### src/rtl/mw_pkg.sv
// Shared definitions for the microwave front-panel controller.
package mw_pkg;

  localparam int unsigned STATE_W = 3;

  typedef enum logic [STATE_W-1:0] {
    StIdle  = 3'd0,
    StEntry = 3'd1,
    StCook  = 3'd2,
    StPause = 3'd3,
    StDone  = 3'd4
  } mw_state_e;

  localparam logic [3:0] KEY_DIGIT_MAX = 4'd9;
  localparam logic [3:0] TENS_MAX      = 4'd5;

  function automatic logic [3:0] sat_tens(input logic [3:0] tens);
    return (tens > TENS_MAX) ? TENS_MAX : tens;
  endfunction

endpackage

### src/rtl/mw_prescaler.sv
// Cook-tick prescaler: counts 0..TICK_DIV-1 while run is high, holds otherwise.
module mw_prescaler #(
  parameter int unsigned TICK_DIV = 50_000_000
) (
  input  logic clock,
  input  logic clrn,
  input  logic run,
  input  logic clear,
  output logic tick
);

  localparam int unsigned     CntW   = $clog2(TICK_DIV);
  localparam logic [CntW-1:0] CntMax = CntW'(TICK_DIV - 1);

  logic [CntW-1:0] cnt_q;

  assign tick = run && (cnt_q == CntMax);

  always_ff @(posedge clock or negedge clrn) begin
    if (!clrn) begin
      cnt_q <= '0;
    end else if (clear) begin
      cnt_q <= '0;
    end else if (run) begin
      cnt_q <= tick ? '0 : cnt_q + CntW'(1);
    end
  end

endmodule

### src/rtl/microwave_ctrl.sv
// Microwave front-panel controller: keypad entry, cook/pause/done sequencing, tick generation.
// Optional done beep is built when MW_DONE_BEEP_EN is defined.
module microwave_ctrl
  import mw_pkg::*;
#(
  parameter int unsigned TICK_DIV    = 50_000_000,
  parameter int unsigned BEEP_CYCLES = 25_000_000
) (
  input  logic                clock,
  input  logic                clrn,
  input  logic                key_valid,
  input  logic [3:0]          key_code,
  input  logic                start,
  input  logic                stop,
  input  logic                door_open,
  input  logic                tmr_zero,
  output logic [3:0]          set_mins,
  output logic [3:0]          set_tens,
  output logic [3:0]          set_ones,
  output logic                tmr_load,
  output logic                tmr_en,
  output logic                tmr_clr,
  output logic                mag_on,
  output logic                light_on,
  output logic                done,
  output logic                beep,
  output logic [STATE_W-1:0]  state
);

  localparam int unsigned BeepW     = $clog2(BEEP_CYCLES + 1);
  localparam logic [1:0]  LoadGuard = 2'd2;

  typedef logic [BeepW-1:0] beep_cnt_t;

  mw_state_e  state_q;
  logic [1:0] guard_q;
  logic       key_digit;
  logic       entry_nz;
  logic       zero_seen;
  logic       enter_done;
  logic       leave_done;
  logic       cook_run;
  logic       presc_clr;
  logic       tick;

  assign key_digit  = key_valid && (key_code <= KEY_DIGIT_MAX);
  assign entry_nz   = |{set_mins, set_tens, set_ones};
  // The timer's zero flag is stale until the load has settled.
  assign zero_seen  = tmr_zero && (guard_q == 2'd0);
  assign enter_done = (state_q == StCook) && !stop && !door_open && zero_seen;
  assign leave_done = (state_q == StDone) && (stop || door_open || (key_valid && !start));
  assign cook_run   = (state_q == StCook) && !stop && !door_open && !zero_seen;
  assign presc_clr  = (state_q != StCook) && (state_q != StPause);
  assign light_on   = door_open | mag_on;
  assign state      = state_q;

  mw_prescaler #(
    .TICK_DIV (TICK_DIV)
  ) u_prescaler (
    .clock (clock),
    .clrn  (clrn),
    .run   (cook_run),
    .clear (presc_clr),
    .tick  (tick)
  );

  always_ff @(posedge clock or negedge clrn) begin
    if (!clrn) begin
      state_q                          <= StIdle;
      {set_mins, set_tens, set_ones}   <= '0;
      tmr_load                         <= 1'b0;
      tmr_en                           <= 1'b0;
      tmr_clr                          <= 1'b0;
      mag_on                           <= 1'b0;
      done                             <= 1'b0;
      guard_q                          <= '0;
    end else begin
      tmr_load <= 1'b0;
      tmr_en   <= 1'b0;
      tmr_clr  <= 1'b0;
      if (guard_q != 2'd0) guard_q <= guard_q - 2'd1;
      case (state_q)
        StIdle: begin
          if (!stop && !door_open && !start && key_digit) begin
            set_ones <= key_code;
            state_q  <= StEntry;
          end
        end
        StEntry: begin
          if (stop) begin
            {set_mins, set_tens, set_ones} <= '0;
            tmr_clr <= 1'b1;
            state_q <= StIdle;
          end else if (!door_open && start) begin
            if (entry_nz) begin
              set_tens <= sat_tens(set_tens);
              tmr_load <= 1'b1;
              mag_on   <= 1'b1;
              guard_q  <= LoadGuard;
              state_q  <= StCook;
            end
          end else if (!door_open && key_digit) begin
            set_mins <= set_tens;
            set_tens <= set_ones;
            set_ones <= key_code;
          end
        end
        StCook: begin
          if (stop || door_open) begin
            mag_on  <= 1'b0;
            state_q <= StPause;
          end else if (enter_done) begin
            mag_on  <= 1'b0;
            done    <= 1'b1;
            state_q <= StDone;
          end else begin
            tmr_en <= tick;
          end
        end
        StPause: begin
          if (stop) begin
            {set_mins, set_tens, set_ones} <= '0;
            tmr_clr <= 1'b1;
            state_q <= StIdle;
          end else if (!door_open && start) begin
            mag_on  <= 1'b1;
            state_q <= StCook;
          end
        end
        StDone: begin
          if (leave_done) begin
            {set_mins, set_tens, set_ones} <= '0;
            done    <= 1'b0;
            state_q <= StIdle;
          end
        end
        default: begin
          {set_mins, set_tens, set_ones} <= '0;
          mag_on  <= 1'b0;
          done    <= 1'b0;
          state_q <= StIdle;
        end
      endcase
    end
  end

`ifdef MW_DONE_BEEP_EN
  beep_cnt_t beep_cnt_q;

  always_ff @(posedge clock or negedge clrn) begin
    if (!clrn) begin
      beep       <= 1'b0;
      beep_cnt_q <= '0;
    end else if (enter_done) begin
      beep       <= 1'b1;
      beep_cnt_q <= beep_cnt_t'(BEEP_CYCLES - 1);
    end else if ((state_q != StDone) || leave_done || (beep_cnt_q == '0)) begin
      beep <= 1'b0;
    end else begin
      beep_cnt_q <= beep_cnt_q - beep_cnt_t'(1);
    end
  end
`else
  assign beep = 1'b0;
`endif

endmodule

### config.mk
export PLATFORM = sky130hd
export DESIGN_NAME = microwave_ctrl
export DESIGN_NICKNAME = d
export VERILOG_FILES = /design/src/rtl/mw_pkg.sv /design/src/rtl/mw_prescaler.sv /design/src/rtl/microwave_ctrl.sv
export SDC_FILE = /design/constraint.sdc
export NUM_CORES = 1
export LEC_CHECK = 0
export BUFFER_PORTS_ARGS = -buffer_cell sky130_fd_sc_hd__buf_2
export CORE_MARGIN = 4
export CORE_UTILIZATION = 58
export DETAILED_ROUTE_END_ITERATION = 8
export GPL_TIMING_DRIVEN = 0
export HOLD_SLACK_MARGIN = 0.02
export PLACE_DENSITY = 0.77
export RECOVER_POWER = 25
export SYNTH_ARGS = -nofsm -noshare
export SYNTH_HDL_FRONTEND = slang
export SYNTH_HIERARCHICAL = 1
export SYNTH_SLANG_ARGS = --single-unit
### constraint.sdc
create_clock -name clock -period 2.7 [get_ports clock]
set_input_delay 0.135 -clock clock [delete_from_list [all_inputs] [get_ports clock]]
set_output_delay 0.135 -clock clock [all_outputs]
set_load 0.05 [all_outputs]
==> results.md, run 1 <==
* Status: finished, violations left
* Failing checks: capacitance limit, slew limit
* Fin Setup TNS at 0 ps
* Placer Congestion at roughly 0.85
* DP HPWL at about 4.2 mm
* Sequential area share after synthesis at 44.9%
* Min-delay worst type: in2reg
* Post-Layout Cell Count at 367
* Post-Route WL at 5.68 mm
* PortBufs at 30
* Post-route ant nets at 0
* Data required, critical path at 2880 ps
* Largest net degree at the start of global routing at 49
* Flop pwr share at 39.8%
* Total core area at 4410 um2
* CP bufs+invs at 3
* Placed cell count at 359
* CTS tree: built
* I/O Pins at 33
* Nets@finish at 327
* R2r setup slk at 310 ps
* Clk_skew at 6.33 ps
* Wire length per cell at between 15 and 20 um
* First-pass GRT wire length at 10.2 mm
* Die area at around 5800 um2
* Die width at 75.9 um
* Least-Margin Pin Slew at 2450 ps
* Synth warn at 6
* Ys flop type: dfrtp_1
* Area growth from synthesis to layout at 11.6%
* Gate power share at 40.6%
* RSZ-0062 raised after global routing: no
* Antenna violations before repair at 0
* Reg clk slew, reported paths at 80 ps
* Number of synthesized flops with an enable pin at 0
* CTS Sinks at 48
* Cts bufs inserted at 5
* Ratio of cells with drive above 1 in the final layout at 16.8%
* Commonest non-fill, non-tap cells in the layout: dfrtp_1, nor2_1, buf_2
* Clock insertion delay at the later pin of the skew report at 290 ps
* Crit-path cells: clkbuf_2 -> inv_1 -> nand2_1 -> buf_4 -> o211ai_1 -> or3_1 -> nor3_1 -> xnor2_1 -> nor2_1
* Clk network pwr share at 19.6%
* Top Family by Delay on Critical Path: simple AND/OR/NAND/NOR gates
* Crit-path max cell delay at 500 ps
* CP Class: reg2reg
* Synthesized area per cell at 9.67 um2
* Total track usage at 20.9%
* Post-CTS Resized at 0
* Internal power at 1.27 mW
* 1st-iter DRT viols at between 200 and 300
* # fillers at 364
* Final hold viol count at 0
* Setup Viol. Count Final at 0
* CP arrival at around 2600 ps
* Cells after synthesis at 277
* Commonest non-fill, non-tap cell in the layout: dfrtp_1
* Synth top area share at around 45%
* DR DRC count at 0
* Via count at roughly 2.2k
* Async S/R FF share, synth at 100%
* Power per Cell Area at approximately 740 nW/um2
* P_leak at 1.34 nW
* Initial core utilization at 60.7%
* Die Span Y at 75.9 um
* Initial DRT Pass Iterations at 5
* Sw frac at 42.5%
* Highest Clock Rate at 419 MHz
* Startpoint class of the critical path: register
* Final Max Tran Viols at 49
* Critical Path End Type: register
* Hold Buf Count CTS at 0
* Max cap viols at 1
* Diodes inserted at 0
* CP max stage cell: dfrtp_1
* Cell area after technology mapping at about 2700 um2
* Slew HR at -63.4%
* Cell taking the most area after synthesis: dfrtp_1
* CTS max path bufs at 2
* Peak VDD IR at 0.576 mV
* Yosys cell types at 60
* Via density at 6.08
* GR Overflow Total at 0
* H-tree depth at 2
* Number of setup buffers added after CTS at 0
* Root Driver: clkbuf_8
* Final Cycle Share at between 80% and 90%
* Final min period at 2390 ps
* Crit-path max FO at 10
* Switching power total at roughly 0.94 mW
* Top cells by area, synth: dfrtp_1, nor2_1, xor2_1, nand3_1, xnor2_1
* Syn Nets at 290
* Row Count at 24
* Vias in the first global route at 2,161
* Flops & latches, synth at 48
==> cell usage after synthesis, types with 4 or more instances <==
master and n:
o21ai_0 7, o2bb2ai_1 4, and4_1 5, a21oi_1 5, xnor2_1 9, xor2_1 12, nand2_1 12, nand4_1 10
mux2i_1 5, nor2_1 40, nor2b_1 5, dfrtp_1 48, a22oi_1 4, nor4_1 6, inv_1 13, and3_1 6
nor3_1 5, nand3_1 16
==> worst register-to-register path: stages (launching register included) <==
cell and delay (ps):
dfrtp_1 500, clkbuf_2 290, inv_1 120, nand2_1 80, buf_4 160, o211ai_1 240, or3_1 450, nor3_1 240
xnor2_1 150, nor2_1 50
==> logic make-up after synthesis <==
kind of cell	Yosys count	share of synthesized area, %
xor gates and xnor gates	21	6.87
AOI/OAI and AO/OA	44	11.8
adders and majority gates	2	0.934
muxes	7	2.85
and+or+nand+nor	132	28.8
buffers and inverters	22	3.78
other	1	0.140
DFF	48	44.9
==> power by group through the flow <==
stage | Clock, mW | Sequential [mW] | Combinational, mW
3_5_place_dp | 0 | 0.892 | 0.896
4_1_cts | 0.444 | 0.877 | 0.899
5_1_grt | 0.475 | 0.895 | 0.978
3_3_place_gp | 0 | 0.889 | 0.883
2_1_floorplan | 0 | 1.12 | 0.441
6_report | 0.432 | 0.878 | 0.896
==> metal layers <==
layer	global-route usage (%)	up-vias	wire length, um
met5	0	-	0
met4	3.20	0	35
met3	4.03	7	351
met2	30.7	76	2530
met1	32.5	1067	2760
li1	-	1081	-
==> metrics by stage <==
step | hold WS (ps) | power (mW) | setup WS [ps] | utilization [%] | instance area, um2
3_3_place_gp | 374 | 1.77 | 190 | 65.5 | 2890
3_5_place_dp | 379 | 1.79 | 155 | 65.5 | 2890
5_1_grt | 143 | 2.35 | 120 | 67.7 | 2990
2_1_floorplan | -161 | 1.56 | 254 | - | 2680
6_report | 140 | 2.21 | 313 | 67.7 | 2990
4_1_cts | 59.6 | 2.22 | 131 | 67.6 | 2980
==> sequential cells by signal, summed over array words and instances, names as in the netlist, 2 cells and up <==
register and count:
set_ones 4, set_tens 4, u_prescaler/cnt_q 26, set_mins 4
guard_q 2, state 3
==> cell type report <==
class | count | area [um2] | share of cell area [%]
multi-input combinational | 207 | 1380 | 46.2
sequential | 48 | 1200 | 40.2
timing repair buffer | 30 | 149 | 4.98
clock buffer | 8 | 90.1 | 3.01
tap | 52 | 65.1 | 2.18
buffer | 9 | 53.8 | 1.80
inverter | 13 | 48.8 | 1.63
==> path summary, 6_finish.rpt <==
check | startpoint | endpoint | depth (start not counted)
worst max-delay path | state[2] | u_prescaler/cnt_q[13] | 9
worst min register to register | guard_q[0] | guard_q[0] | 1
min in group asynchronous | clrn | guard_q[0] | 1
max in group asynchronous | clrn | set_tens[3] | 1
worst max register to register | state[2] | u_prescaler/cnt_q[13] | 9
worst min-delay path | stop | tmr_clr | 2
Power figures use the tool's default switching activity.
==> run 2, diff against run 1 <==
==> constraint.sdc (replaced) <==
create_clock -name clock -period 2.7 [get_ports clock]
set_input_delay 0.54 -clock clock [delete_from_list [all_inputs] [get_ports clock]]
set_output_delay 0.54 -clock clock [all_outputs]
set_load 0.05 [all_outputs]
==> results.md, run 2 (synthesis gave the netlist of run 1 again) <==
* Status: complete, no violations
* Root Driver: clkbuf_8
* Final hold viol count at 0
* Total track usage at 20.9%
* Initial core utilization at 60.7%
* Reg clk slew, reported paths at 90 ps
* Power per Cell Area at 737 nW/um2
* Post-route ant nets at 0
* Placed inst area at 2890 um2
* CP Class: in2reg
* Reg2reg start: state[1]
* Clock insertion delay at the later pin of the skew report at 290 ps
* R2R cell count at 8
* I/O Pins at 33
* PortBufs at 30
* Largest net degree at the start of global routing at 49
* CTS Sinks at 48
* Commonest non-fill, non-tap cell in the layout: dfrtp_1
* Final instance area at approximately 3000 um2
* Nets@finish at 327
* Antenna violations before repair at 0
* Final Cycle Share at 89.4%
* R2r setup slk at 320 ps
* Post-Layout Cell Count at 367
* Crit-path max FO at 10
* Die width at 75.9 um
* Max cap viols at 0
* P_leak at 1.34 nW
* Hold Buf Count CTS at 0
* Final min period at 2410 ps
* Initial DRT Pass Iterations at 5
* Slew HR at 24.0%
* Commonest non-fill, non-tap cells in the layout: dfrtp_1, nor2_1, buf_2
* Number of flip-flops under the largest register name at 26
* Vias in the first global route at roughly 2.2k
* Critical Path End Type: register
* Via density at 6.08
* CTS max path bufs at 2
* Least-Margin Pin Slew at 1140 ps
* 1st-iter DRT viols at 265
* Highest Clock Rate at 414 MHz
* Wire length per cell at about 15 um
* Die area at 5770 um2
* Pre-CTS setup slack at -117 ps
* Row Count at 24
* Via count at around 2.2k
* Cts bufs inserted at 5
* Die Span Y at 75.9 um
* Area growth from synthesis to layout at 11.7%
* Post-Route WL at roughly 5.7 mm
* Placer Congestion at 0.847
* CP arrival at 2600 ps
* Register with the most flip-flops: u_prescaler/cnt_q
* DP HPWL at 4.22 mm
* Total core area at 4410 um2
* Critical path origin: door_open
* Startpoint class of the critical path: input pin
* Peak VDD IR at 0.575 mV
* Setup Viol. Count Final at 0
* Final Max Tran Viols at 0
* First-pass GRT wire length at 10.2 mm
* Ratio of cells with drive above 1 in the final layout at around 17%
* Data required, critical path at 2880 ps
* Placed cell count at 359
* Min-delay worst type: in2async
* RSZ-0062 raised after global routing: no
* Clk_skew at between 6 and 7 ps
* GR Overflow Total at 0
* FF-to-FF End: u_prescaler/cnt_q[18]
* DR DRC count at 0
* CTS tree: built
* Diodes inserted at 0
* Final setup margin at 286 ps
* H-tree depth at 2
[run 2: cell type report]
cell class | count | area [um2]
Multi-Input combinational cell | 207 | 1380
Sequential cell | 48 | 1200
Fill cell | 364 | 1420
Tap cell | 52 | 65.1
Buffer | 9 | 53.8
Inverter | 13 | 48.8
Timing Repair Buffer | 30 | 150
Clock buffer | 8 | 90.1
[run 2: where the power goes]
part | internal [mW] | switching, mW
registers | 0.793 | 0.0849
logic | 0.266 | 0.630
clock network | 0.209 | 0.222
total | 1.27 | 0.937
[run 2: worst max path at each step]
stage | end | slack [ps] | depth (start not counted)
floorplan | u_prescaler/cnt_q[13] | 250 | 9
global placement | u_prescaler/cnt_q[18] | -90 | 9
detailed placement | u_prescaler/cnt_q[18] | -120 | 9
CTS | u_prescaler/cnt_q[13] | 130 | 9
global route | u_prescaler/cnt_q[18] | 120 | 8
finish | u_prescaler/cnt_q[18] | 290 | 9
[run 2: through the flow]
stage / utilization [%] / TNS, ps / power [mW] / hold WS, ps
6_report: 67.7 / 0 / 2.20 / 463
5_1_grt: 67.7 / 0 / 2.35 / 521
4_1_cts: 67.6 / 0 / 2.22 / 465
3_5_place_dp: 65.5 / -117 / 1.79 / 454
3_3_place_gp: 65.5 / -94.7 / 1.77 / 447
2_1_floorplan: - / 0 / 1.56 / 244
[run 2: layer usage]
layer	GRT usage (%)	wire, um	vias up
li1	-	-	1082
met1	32.5	2770	1068
met2	30.7	2530	76
met3	4.03	346	7
met4	3.20	35	0
met5	0	0	-
[run 2: what timing repair did]
| item | 4_1_cts | 5_1_grt |
|---|---|---|
| gates resized for setup | 0 | 3 |
| buffers inserted | 0 | 0 |
| endpoints found under the setup margin | 0 | 2 |
[run 2: critical path, stage by stage]
cell	delay [ps]
buf_2	140
nor2_1	280
and4_1	330
clkbuf_1	350
nand4_1	260
nor4_2	330
nand4_1	170
xor2_1	150
nor2_1	50
